## src/rtl/fft_mem_pkg.sv

```systemverilog
// Shared types and default sizes for the FFT sample-memory arbiter slice.
package fft_mem_pkg;

    localparam int unsigned DATA_W_DEF        = 32;
    localparam int unsigned BANK_AW_DEF       = 10;
    localparam int unsigned HOST_MAX_WAIT_DEF = 8;
    localparam int unsigned WAIT_W            = 8;
    localparam int unsigned MEM_RD_LATENCY    = 1;

    typedef enum logic [1:0] {
        NONE   = 2'd0,
        HOST   = 2'd1,
        ENGINE = 2'd2
    } owner_e;

    typedef enum logic [1:0] {
        ARB   = 2'd0,
        DRAIN = 2'd1,
        SWAP  = 2'd2
    } arb_state_e;

endpackage

```

## src/rtl/fft_rd_tag_pipe.sv

```systemverilog
// Owner-tag shift register that follows granted reads through the memory
// pipeline and raises the matching rvalid when the data comes back.
module fft_rd_tag_pipe
    import fft_mem_pkg::*;
(
    input  logic   pclk_i,
    input  logic   preset_n_i,
    input  owner_e tag_i,
    output logic   host_rvalid_o,
    output logic   eng_rvalid_o,
    output logic   pipe_empty_o
);

    localparam int unsigned DEPTH = MEM_RD_LATENCY + 1;

    owner_e tag_q [DEPTH];
    owner_e tag_d [DEPTH];

    always_comb begin
        tag_d[0] = tag_i;
        for (int i = 1; i < DEPTH; i++) begin
            tag_d[i] = tag_q[i-1];
        end
    end

    always_ff @(posedge pclk_i or negedge preset_n_i) begin
        if (!preset_n_i) begin
            for (int i = 0; i < DEPTH; i++) begin
                tag_q[i] <= NONE;
            end
        end else begin
            tag_q <= tag_d;
        end
    end

    assign host_rvalid_o = (tag_q[DEPTH-1] == HOST);
    assign eng_rvalid_o  = (tag_q[DEPTH-1] == ENGINE);

    // The last stage retires in the current cycle, so only earlier stages
    // can keep the pipe occupied past the next edge.
    always_comb begin
        pipe_empty_o = 1'b1;
        for (int i = 0; i < DEPTH - 1; i++) begin
            if (tag_q[i] != NONE) begin
                pipe_empty_o = 1'b0;
            end
        end
    end

endmodule

```

## src/rtl/fft_mem_arbiter.sv

```systemverilog
// Single-port FFT sample memory arbiter: host/engine arbitration, ping-pong
// bank ownership and drained buffer swaps.
module fft_mem_arbiter
    import fft_mem_pkg::*;
#(
    parameter int unsigned DATA_W        = DATA_W_DEF,
    parameter int unsigned BANK_AW       = BANK_AW_DEF,
    parameter int unsigned HOST_MAX_WAIT = HOST_MAX_WAIT_DEF
) (
    input  logic               pclk_i,
    input  logic               preset_n_i,
    input  logic               fft_busy_i,
    input  logic               host_req_i,
    input  logic               host_we_i,
    input  logic [BANK_AW-1:0] host_addr_i,
    input  logic [DATA_W-1:0]  host_wdata_i,
    output logic               host_gnt_o,
    output logic               host_rvalid_o,
    output logic [DATA_W-1:0]  host_rdata_o,
    input  logic               eng_req_i,
    input  logic               eng_we_i,
    input  logic [BANK_AW-1:0] eng_addr_i,
    input  logic [DATA_W-1:0]  eng_wdata_i,
    output logic               eng_gnt_o,
    output logic               eng_rvalid_o,
    output logic [DATA_W-1:0]  eng_rdata_o,
    input  logic               swap_req_i,
    output logic               swap_ack_o,
    output logic               active_bank_o,
    output logic               mem_en_o,
    output logic               mem_we_o,
    output logic [BANK_AW:0]   mem_addr_o,
    output logic [DATA_W-1:0]  mem_wdata_o,
    input  logic [DATA_W-1:0]  mem_rdata_i
);

    localparam int unsigned       MEM_AW        = BANK_AW + 1;
    localparam logic [WAIT_W-1:0] WAIT_MAX      = '1;
    localparam logic [WAIT_W-1:0] HOST_WAIT_LIM = WAIT_W'(HOST_MAX_WAIT);

    arb_state_e          state_q, state_d;
    logic                bank_q, bank_d;
    owner_e              last_grant_q, last_grant_d;
    logic [WAIT_W-1:0]   wait_cnt_q, wait_cnt_d;
    logic                swap_ack_q, swap_ack_d;
    logic                mem_en_q, mem_en_d;
    logic                mem_we_q, mem_we_d;
    logic [MEM_AW-1:0]   mem_addr_q, mem_addr_d;
    logic [DATA_W-1:0]   mem_wdata_q, mem_wdata_d;

    logic                host_gnt_c, eng_gnt_c;
    owner_e              rd_tag_c;
    logic                pipe_empty_c;
    logic                drained_c;

    // Grant selection: a pending swap or a non-ARB state blocks all grants.
    always_comb begin
        host_gnt_c = 1'b0;
        eng_gnt_c  = 1'b0;
        if ((state_q == ARB) && !swap_req_i) begin
            if (host_req_i && eng_req_i) begin
                if (fft_busy_i) begin
                    host_gnt_c = (wait_cnt_q >= HOST_WAIT_LIM);
                end else begin
                    host_gnt_c = (last_grant_q == ENGINE);
                end
                eng_gnt_c = !host_gnt_c;
            end else begin
                host_gnt_c = host_req_i;
                eng_gnt_c  = eng_req_i;
            end
        end
    end

    assign drained_c = !mem_en_q && pipe_empty_c;

    always_comb begin
        state_d      = state_q;
        bank_d       = bank_q;
        last_grant_d = last_grant_q;
        wait_cnt_d   = wait_cnt_q;
        swap_ack_d   = 1'b0;
        mem_en_d     = host_gnt_c || eng_gnt_c;
        mem_we_d     = 1'b0;
        mem_addr_d   = '0;
        mem_wdata_d  = '0;
        rd_tag_c     = NONE;

        // Host always lands in the inactive bank, the engine in the active one.
        if (host_gnt_c) begin
            mem_we_d     = host_we_i;
            mem_addr_d   = {~bank_q, host_addr_i};
            mem_wdata_d  = host_wdata_i;
            last_grant_d = HOST;
            rd_tag_c     = host_we_i ? NONE : HOST;
        end else if (eng_gnt_c) begin
            mem_we_d     = eng_we_i;
            mem_addr_d   = {bank_q, eng_addr_i};
            mem_wdata_d  = eng_wdata_i;
            last_grant_d = ENGINE;
            rd_tag_c     = eng_we_i ? NONE : ENGINE;
        end

        if (!host_req_i || host_gnt_c) begin
            wait_cnt_d = '0;
        end else if (wait_cnt_q != WAIT_MAX) begin
            wait_cnt_d = wait_cnt_q + WAIT_W'(1);
        end

        case (state_q)
            ARB: begin
                if (swap_req_i) begin
                    state_d = DRAIN;
                end
            end
            DRAIN: begin
                if (drained_c) begin
                    state_d    = SWAP;
                    bank_d     = ~bank_q;
                    swap_ack_d = 1'b1;
                end
            end
            SWAP:    state_d = ARB;
            default: state_d = ARB;
        endcase
    end

    always_ff @(posedge pclk_i or negedge preset_n_i) begin
        if (!preset_n_i) begin
            state_q      <= ARB;
            bank_q       <= 1'b0;
            last_grant_q <= ENGINE;
            wait_cnt_q   <= '0;
            swap_ack_q   <= 1'b0;
            mem_en_q     <= 1'b0;
            mem_we_q     <= 1'b0;
            mem_addr_q   <= '0;
            mem_wdata_q  <= '0;
        end else begin
            state_q      <= state_d;
            bank_q       <= bank_d;
            last_grant_q <= last_grant_d;
            wait_cnt_q   <= wait_cnt_d;
            swap_ack_q   <= swap_ack_d;
            mem_en_q     <= mem_en_d;
            mem_we_q     <= mem_we_d;
            mem_addr_q   <= mem_addr_d;
            mem_wdata_q  <= mem_wdata_d;
        end
    end

    fft_rd_tag_pipe u_rd_tag_pipe (
        .pclk_i        (pclk_i),
        .preset_n_i    (preset_n_i),
        .tag_i         (rd_tag_c),
        .host_rvalid_o (host_rvalid_o),
        .eng_rvalid_o  (eng_rvalid_o),
        .pipe_empty_o  (pipe_empty_c)
    );

    assign host_gnt_o    = host_gnt_c;
    assign eng_gnt_o     = eng_gnt_c;
    assign swap_ack_o    = swap_ack_q;
    assign active_bank_o = bank_q;
    assign mem_en_o      = mem_en_q;
    assign mem_we_o      = mem_we_q;
    assign mem_addr_o    = mem_addr_q;
    assign mem_wdata_o   = mem_wdata_q;
    assign host_rdata_o  = host_rvalid_o ? mem_rdata_i : '0;
    assign eng_rdata_o   = eng_rvalid_o ? mem_rdata_i : '0;

endmodule

```

## config.mk

```make
export PLATFORM = sky130hd
export DESIGN_NAME = fft_mem_arbiter
export DESIGN_NICKNAME = d
export VERILOG_FILES = /design/src/rtl/fft_mem_pkg.sv /design/src/rtl/fft_rd_tag_pipe.sv /design/src/rtl/fft_mem_arbiter.sv
export SDC_FILE = /design/constraint.sdc
export NUM_CORES = 1
export LEC_CHECK = 0
export CORE_MARGIN = 5
export CORE_UTILIZATION = 30
export CTS_CLUSTER_DIAMETER = 50
export DETAILED_ROUTE_END_ITERATION = 8
export GPL_TIMING_DRIVEN = 1
export PLACE_DENSITY = 0.88
export SLEW_MARGIN = 0
export SYNTH_ARGS = -nofsm -noshare
export SYNTH_HDL_FRONTEND = slang
export SYNTH_SLANG_ARGS = --single-unit
```

## constraint.sdc

```tcl
create_clock -name pclk_i -period 2.3 [get_ports pclk_i]
set_clock_uncertainty 0.2 [all_clocks]
set_input_delay 0.46 -clock pclk_i [delete_from_list [all_inputs] [get_ports pclk_i]]
set_output_delay 0.46 -clock pclk_i [all_outputs]
set_load 0.05 [all_outputs]
```

Word-level counts from Yosys, hierarchy flattened
Cells that the tools add are included.
Widths: inputs -> output; s select.
{"block": "totals", "register_bits": 63, "input_bits": 124}
{"block": "classes", "n_bitwise": 1, "mux": 29, "add_sub_neg": 1, "n_lt_le_gt_ge": 1, "n_reduce_logical": 15, "eq_ne": 7}
{"cell": "$mux 32", "count": 4}
{"cell": "$mux 11", "count": 2}
{"cell": "$mux 8", "count": 2}
{"cell": "$mux 2", "count": 7}
{"cell": "$mux 1", "count": 13}
{"cell": "$add 8x1->8 const B", "count": 1}
{"cell": "$ge 8x4->1 const B", "count": 1}
{"cell": "$ne 8x8->1 const B", "count": 1}
{"cell": "$reduce_bool 2->1", "count": 3}
{"cell": "$eq 2x1->1 const B", "count": 2}
{"cell": "$eq 2x2->1 const B", "count": 2}
{"cell": "$logic_not 1->1", "count": 4}
{"cell": "$ne 2x2->1 const B", "count": 2}
{"cell": "$pmux 2 s2", "count": 1}
{"cell": "$reduce_and 2->1", "count": 2}
{"cell": "$logic_and 1x1->1", "count": 3}
{"cell": "$logic_not 2->1", "count": 1}
{"cell": "$logic_or 1x1->1", "count": 2}
{"cell": "$not 1->1", "count": 1}

Logic depth before layout (Yosys ltp)
{"block": "depth", "word_depth": 9, "mapped_depth": 6, "depth_no_buf": 5}

By module
A second synthesis with hierarchy kept.
{"block": "hier_totals", "cells_unflattened": 252, "hier_area_um2": 2891.5}
{"module": "fft_mem_arbiter", "cells_each": 245, "seq_area_each_um2": 1477.7, "n_inst": 1, "area_each_um2": 2772.7}
{"module": "fft_rd_tag_pipe", "cells_each": 7, "seq_area_each_um2": 100.1, "n_inst": 1, "area_each_um2": 118.9}

Worst setup path after synthesis
No wires, ideal clock.
{"block": "synth_path", "path_kind": "flip-flop to output port", "startpoint": "register u_rd_tag_pipe.tag_q[0] (netlist name)", "endpoint": "output eng_rdata_o[22]", "slack_ns": -0.052, "path_buffers": 1, "arrival_time_ns": 1.692, "path_stages_with_launch": 4, "path_cell_list": "dfrtp_1 > nor2b_1 > clkbuf_1 > and2_1"}
{"block": "synth_between", "elab_chain_cells": 2}
{"item": "start: declaration", "line_no": "fft_rd_tag_pipe.sv:16", "source": "owner_e tag_q [DEPTH];"}
{"item": "start signal: assignment", "line_no": "fft_rd_tag_pipe.sv:32", "source": "tag_q <= tag_d;"}
{"item": "$eq 2x2->1", "line_no": "fft_rd_tag_pipe.sv:37", "source": "assign eng_rvalid_o = (tag_q[DEPTH-1] == ENGINE);"}
{"item": "named net eng_rvalid_o", "line_no": "fft_mem_arbiter.sv:25", "source": "output logic eng_rvalid_o,"}
{"item": "$mux 32", "line_no": "fft_mem_arbiter.sv:170", "source": "assign eng_rdata_o = eng_rvalid_o ? mem_rdata_i : '0;"}
{"item": "end: declaration", "line_no": "fft_mem_arbiter.sv:26", "source": "output logic [DATA_W-1:0] eng_rdata_o,"}
The timed path passes the listed nets, and every way through them passes these cells.

Worst setup path in the final report
{"block": "layout_path", "startpoint": "register wait_cnt_q[5]", "endpoint": "output host_gnt_o"}
{"block": "layout_between", "elab_chain_cells": 6}
{"item": "start: declaration", "line_no": "fft_mem_arbiter.sv:44", "source": "logic [WAIT_W-1:0] wait_cnt_q, wait_cnt_d;"}
{"item": "start signal: assignment", "line_no": "fft_mem_arbiter.sv:143", "source": "wait_cnt_q <= wait_cnt_d;"}
{"item": "$ge 8x4->1", "line_no": "fft_mem_arbiter.sv:63", "source": "host_gnt_c = (wait_cnt_q >= HOST_WAIT_LIM);"}
{"item": "$mux 1", "line_no": "fft_mem_arbiter.sv:62", "source": "if (fft_busy_i) begin"}
{"item": "$mux 1", "line_no": "fft_mem_arbiter.sv:61", "source": "if (host_req_i && eng_req_i) begin"}
{"item": "$mux 1", "line_no": "fft_mem_arbiter.sv:60", "source": "if ((state_q == ARB) && !swap_req_i) begin"}
{"item": "$mux 1", "line_no": "fft_mem_arbiter.sv:61"}
{"item": "$mux 1", "line_no": "fft_mem_arbiter.sv:60"}
{"item": "end: declaration", "line_no": "fft_mem_arbiter.sv:17", "source": "output logic host_gnt_o,"}
No other way between the ends. The select of a mux whose other input is x is not followed.

==> results.md <==
- Core Footprint: between 9000 and 10000 sq um
- Root buffer cell: clkbuf_8
- Post-layout nets: about 620
- Library cells used by synthesis: 37
- Total congestion overflow: 0
- R2r endpoint: mem_addr_o[10]
- Initial antenna violation count: 0
- Depth of the worst register-to-register path: 7
- Ant diodes: 0
- Tot Pwr: roughly 4.3 mW
- Area growth syn-to-layout: 119%
- Startpoint class of the critical path: flip-flop
- FMAX: approximately 0.39 GHz
- Routed WL per cell: around 18 microns
- DR pass1 iterations: 4
- Final Cycle Share: 111%
- Hold/Removal Path Class: flip-flop to flip-flop
- Setup_tns: -0.539 ns
- Syn_nets: 370
- DRC: 0
- Worst R2R Setup Slack: -0.02 ns
- Total Routing Usage GR: 17.9%
- Worst Hold Launch: u_rd_tag_pipe.tag_d[0]
- CP Max Fanout: 2
- Netlist Area Pre-Place: 2940 sq um
- Number of synthesized flops with an enable pin: 0
- Inst Count DP: 614
- Mean Syn Cell Area: ~12 sq um
- Place WS: -0.446 ns
- Largest net degree at the start of global routing: slightly above 40
- CTS sink count: 63
- Seq/Total Area, Yosys: between 50 and 60%
- Final min period: 2.54 ns
- Iteration-0 DRC count of the detailed router: between 90 and 100
- Max Slew Vio Count: 0
- Final WS setup: -0.242 ns
- Post-DRT Antenna Nets: 0
- Fraction of layout cells with a size suffix above 1: approximately 23%
- Fin cells: approximately 630
- Final setup violation count: 13
- Max cap viols: 0
- H-Tree Depth: 3
- Die area: 11900 sq um
- Max VDD drop: between 0.4 and 0.5 mV
- WS Path Type: flip-flop to output pin
- Vias in the first global route: 3112
- Pwr dens: 667 nW/um^2
- Synth Warn #: 0
- DRT Wirelength: approximately 11000 microns
- CTS buffer count: 9
- Hold depth: 0
- Clock transition at path regs: 0.06 ns
- Slew headroom: ~62%
- Clock tree buffer depth: 2
- Worst Hold End: u_rd_tag_pipe.tag_q[0]
- Num rows: 36
- Die X: approximately 110 microns
- Final Hold Vio Count: 0
- Global-route wire length before repair: roughly 16000 microns
- CTS tree: built
- Pleak: around 2.8 nW
- Failing checks: setup timing
- Fin area: between 6000 and 7000 sq um
- GPL Wtd Cong: between 0.8 and 0.9
- Crit path DAT: 1.88 ns
- RSZ-0062 raised after global routing: true
- Setup crit end kind: output pin
- Vias per inst: between 4 and 5
- Post-synthesis register bit count: 63
- Worst-Margin Slew: 0.574 ns
- I/O pins: roughly 240
- Async S/R FF share, synth: 100%
- Skew-Pair Late Insertion Delay: roughly 0.33 ns
- Fin util: ~67%
- Total number of vias: 2890
- Starting density of the core: a little under a third
- Worst EP required: roughly 1.6 ns
- Die Span Y: approximately 110 microns
- # port buffers: 238
- Reg-to-reg critical path startpoint: wait_cnt_q[5]
- Primary FF master, synth: dfrtp_1
- Hold WS: ~0.18 ns
- Synth Instances: approximately 240
- HPWL Detailed: ~9000 microns
- Outcome: finished with violations
- Post-Place Cell Area: between 6000 and 7000 sq um
==> state kept, by name, indices dropped and copies added (netlist names) <==
| signal | flops |
|---|---|
| active_bank_o | 1 |
| u_rd_tag_pipe.tag_d | 2 |
| mem_we_o | 1 |
| mem_wdata_o | 32 |
| u_rd_tag_pipe.tag_q | 2 |
| wait_cnt_q | 8 |
| mem_en_o | 1 |
| mem_addr_o | 11 |
| state_q | 2 |
| last_grant_q | 2 |
| swap_ack_o | 1 |
==> Yosys cell counts (2+ instances only) <==
master	instances	share of area, %
a22o_1	43	13
mux2_2	2	0.77
nor2b_1	7	1.5
and3_1	4	0.85
nand2_1	4	0.51
nor4b_2	2	1.0
and2_1	65	14
inv_1	3	0.38
nor4_2	3	1.3
buf_6	6	2.3
a21oi_1	2	0.34
nand3_1	2	0.34
ha_1	2	0.85
nor2_1	7	0.89
buf_8	2	1.0
clkbuf_1	6	0.77
nor3_1	3	0.51
dfrtp_1	62	53
==> report_power, final <==
group / total, mW / leakage [nW] / switching [mW] / internal (mW)
logic: 2.06 / 1.84 / 1.17 / 0.886
registers: 1.40 / 0.849 / 0.0884 / 1.31
clock network: 0.840 / 0.0902 / 0.380 / 0.460
==> per-layer routing <==
metal	GRT usage, %	share of wire, %
met3	7.93	13
met1	16.5	31
met4	7.03	1.8
met5	0	0
met2	34.1	54
==> placed cells by master, fill, tap and decap left out, types with 2 or more instances in the layout <==
cell / n
buf_4: 15
nor2_1: 7
clkbuf_8: 12
dfrtp_1: 62
inv_1: 3
and3_1: 4
buf_8: 2
buf_12: 70
nor2b_1: 7
nor4_4: 2
clkdlybuf4s50_1: 167
ha_1: 2
nand2_1: 4
a22o_1: 43
a21oi_1: 2
nor3_1: 3
and2_1: 65
mux2_2: 2
nor4b_2: 2
nand3_1: 2
==> kinds of logic after synthesis <==
kind of cell             synth area share, %
AND/OR/NAND/NOR                         22.5
flip-flops                              53.7
AO/OA/AOI/OAI                           16.5
buffers and inverters                   5.03
multiplexers                            1.11
adder cells (fa/ha/maj)                0.852
XOR/XNOR                               0.298
==> worst max-delay path, cell delays in order, from the launching register on <==
cell     delay [ns]
dfrtp_1        0.38
or4b_4         0.55
o32ai_4        0.25
buf_4          0.17
a21oi_4        0.06
buf_12         0.15
==> repair_timing <==
item,CTS,global route
gates resized for setup,7,4
buffers inserted,2,1
hold buffers,1,0
pin swaps,5,2
endpoints found under the hold margin,22,0
cloned,0,1
endpoints found under the setup margin,37,50
==> worst max-delay path by stage <==
| stage | start | end | slack (ns) | depth (start not counted) |
|---|---|---|---|---|
| finish | wait_cnt_q[5] | host_gnt_o | -0.24 | 5 |
| global route | wait_cnt_q[5] | host_gnt_o | -0.31 | 5 |
| CTS | wait_cnt_q[3] | eng_gnt_o | -0.36 | 4 |
| detailed placement | fft_busy_i | eng_gnt_o | -0.45 | 5 |
| global placement | fft_busy_i | eng_gnt_o | -0.44 | 5 |
| floorplan | wait_cnt_q[4] | eng_gnt_o | 0.008 | 4 |
==> cell type report <==
cell class / instances / area, sq um
clock buffer: 12 / 165
clock inverter: 1 / 5.00
fill: 714 / 3200
inverter: 4 / 15.0
multi-input combinational: 161 / 1240
sequential: 63 / 1580
tap: 133 / 166
timing repair buffer: 258 / 3260
Power figures use the tool's default switching activity.
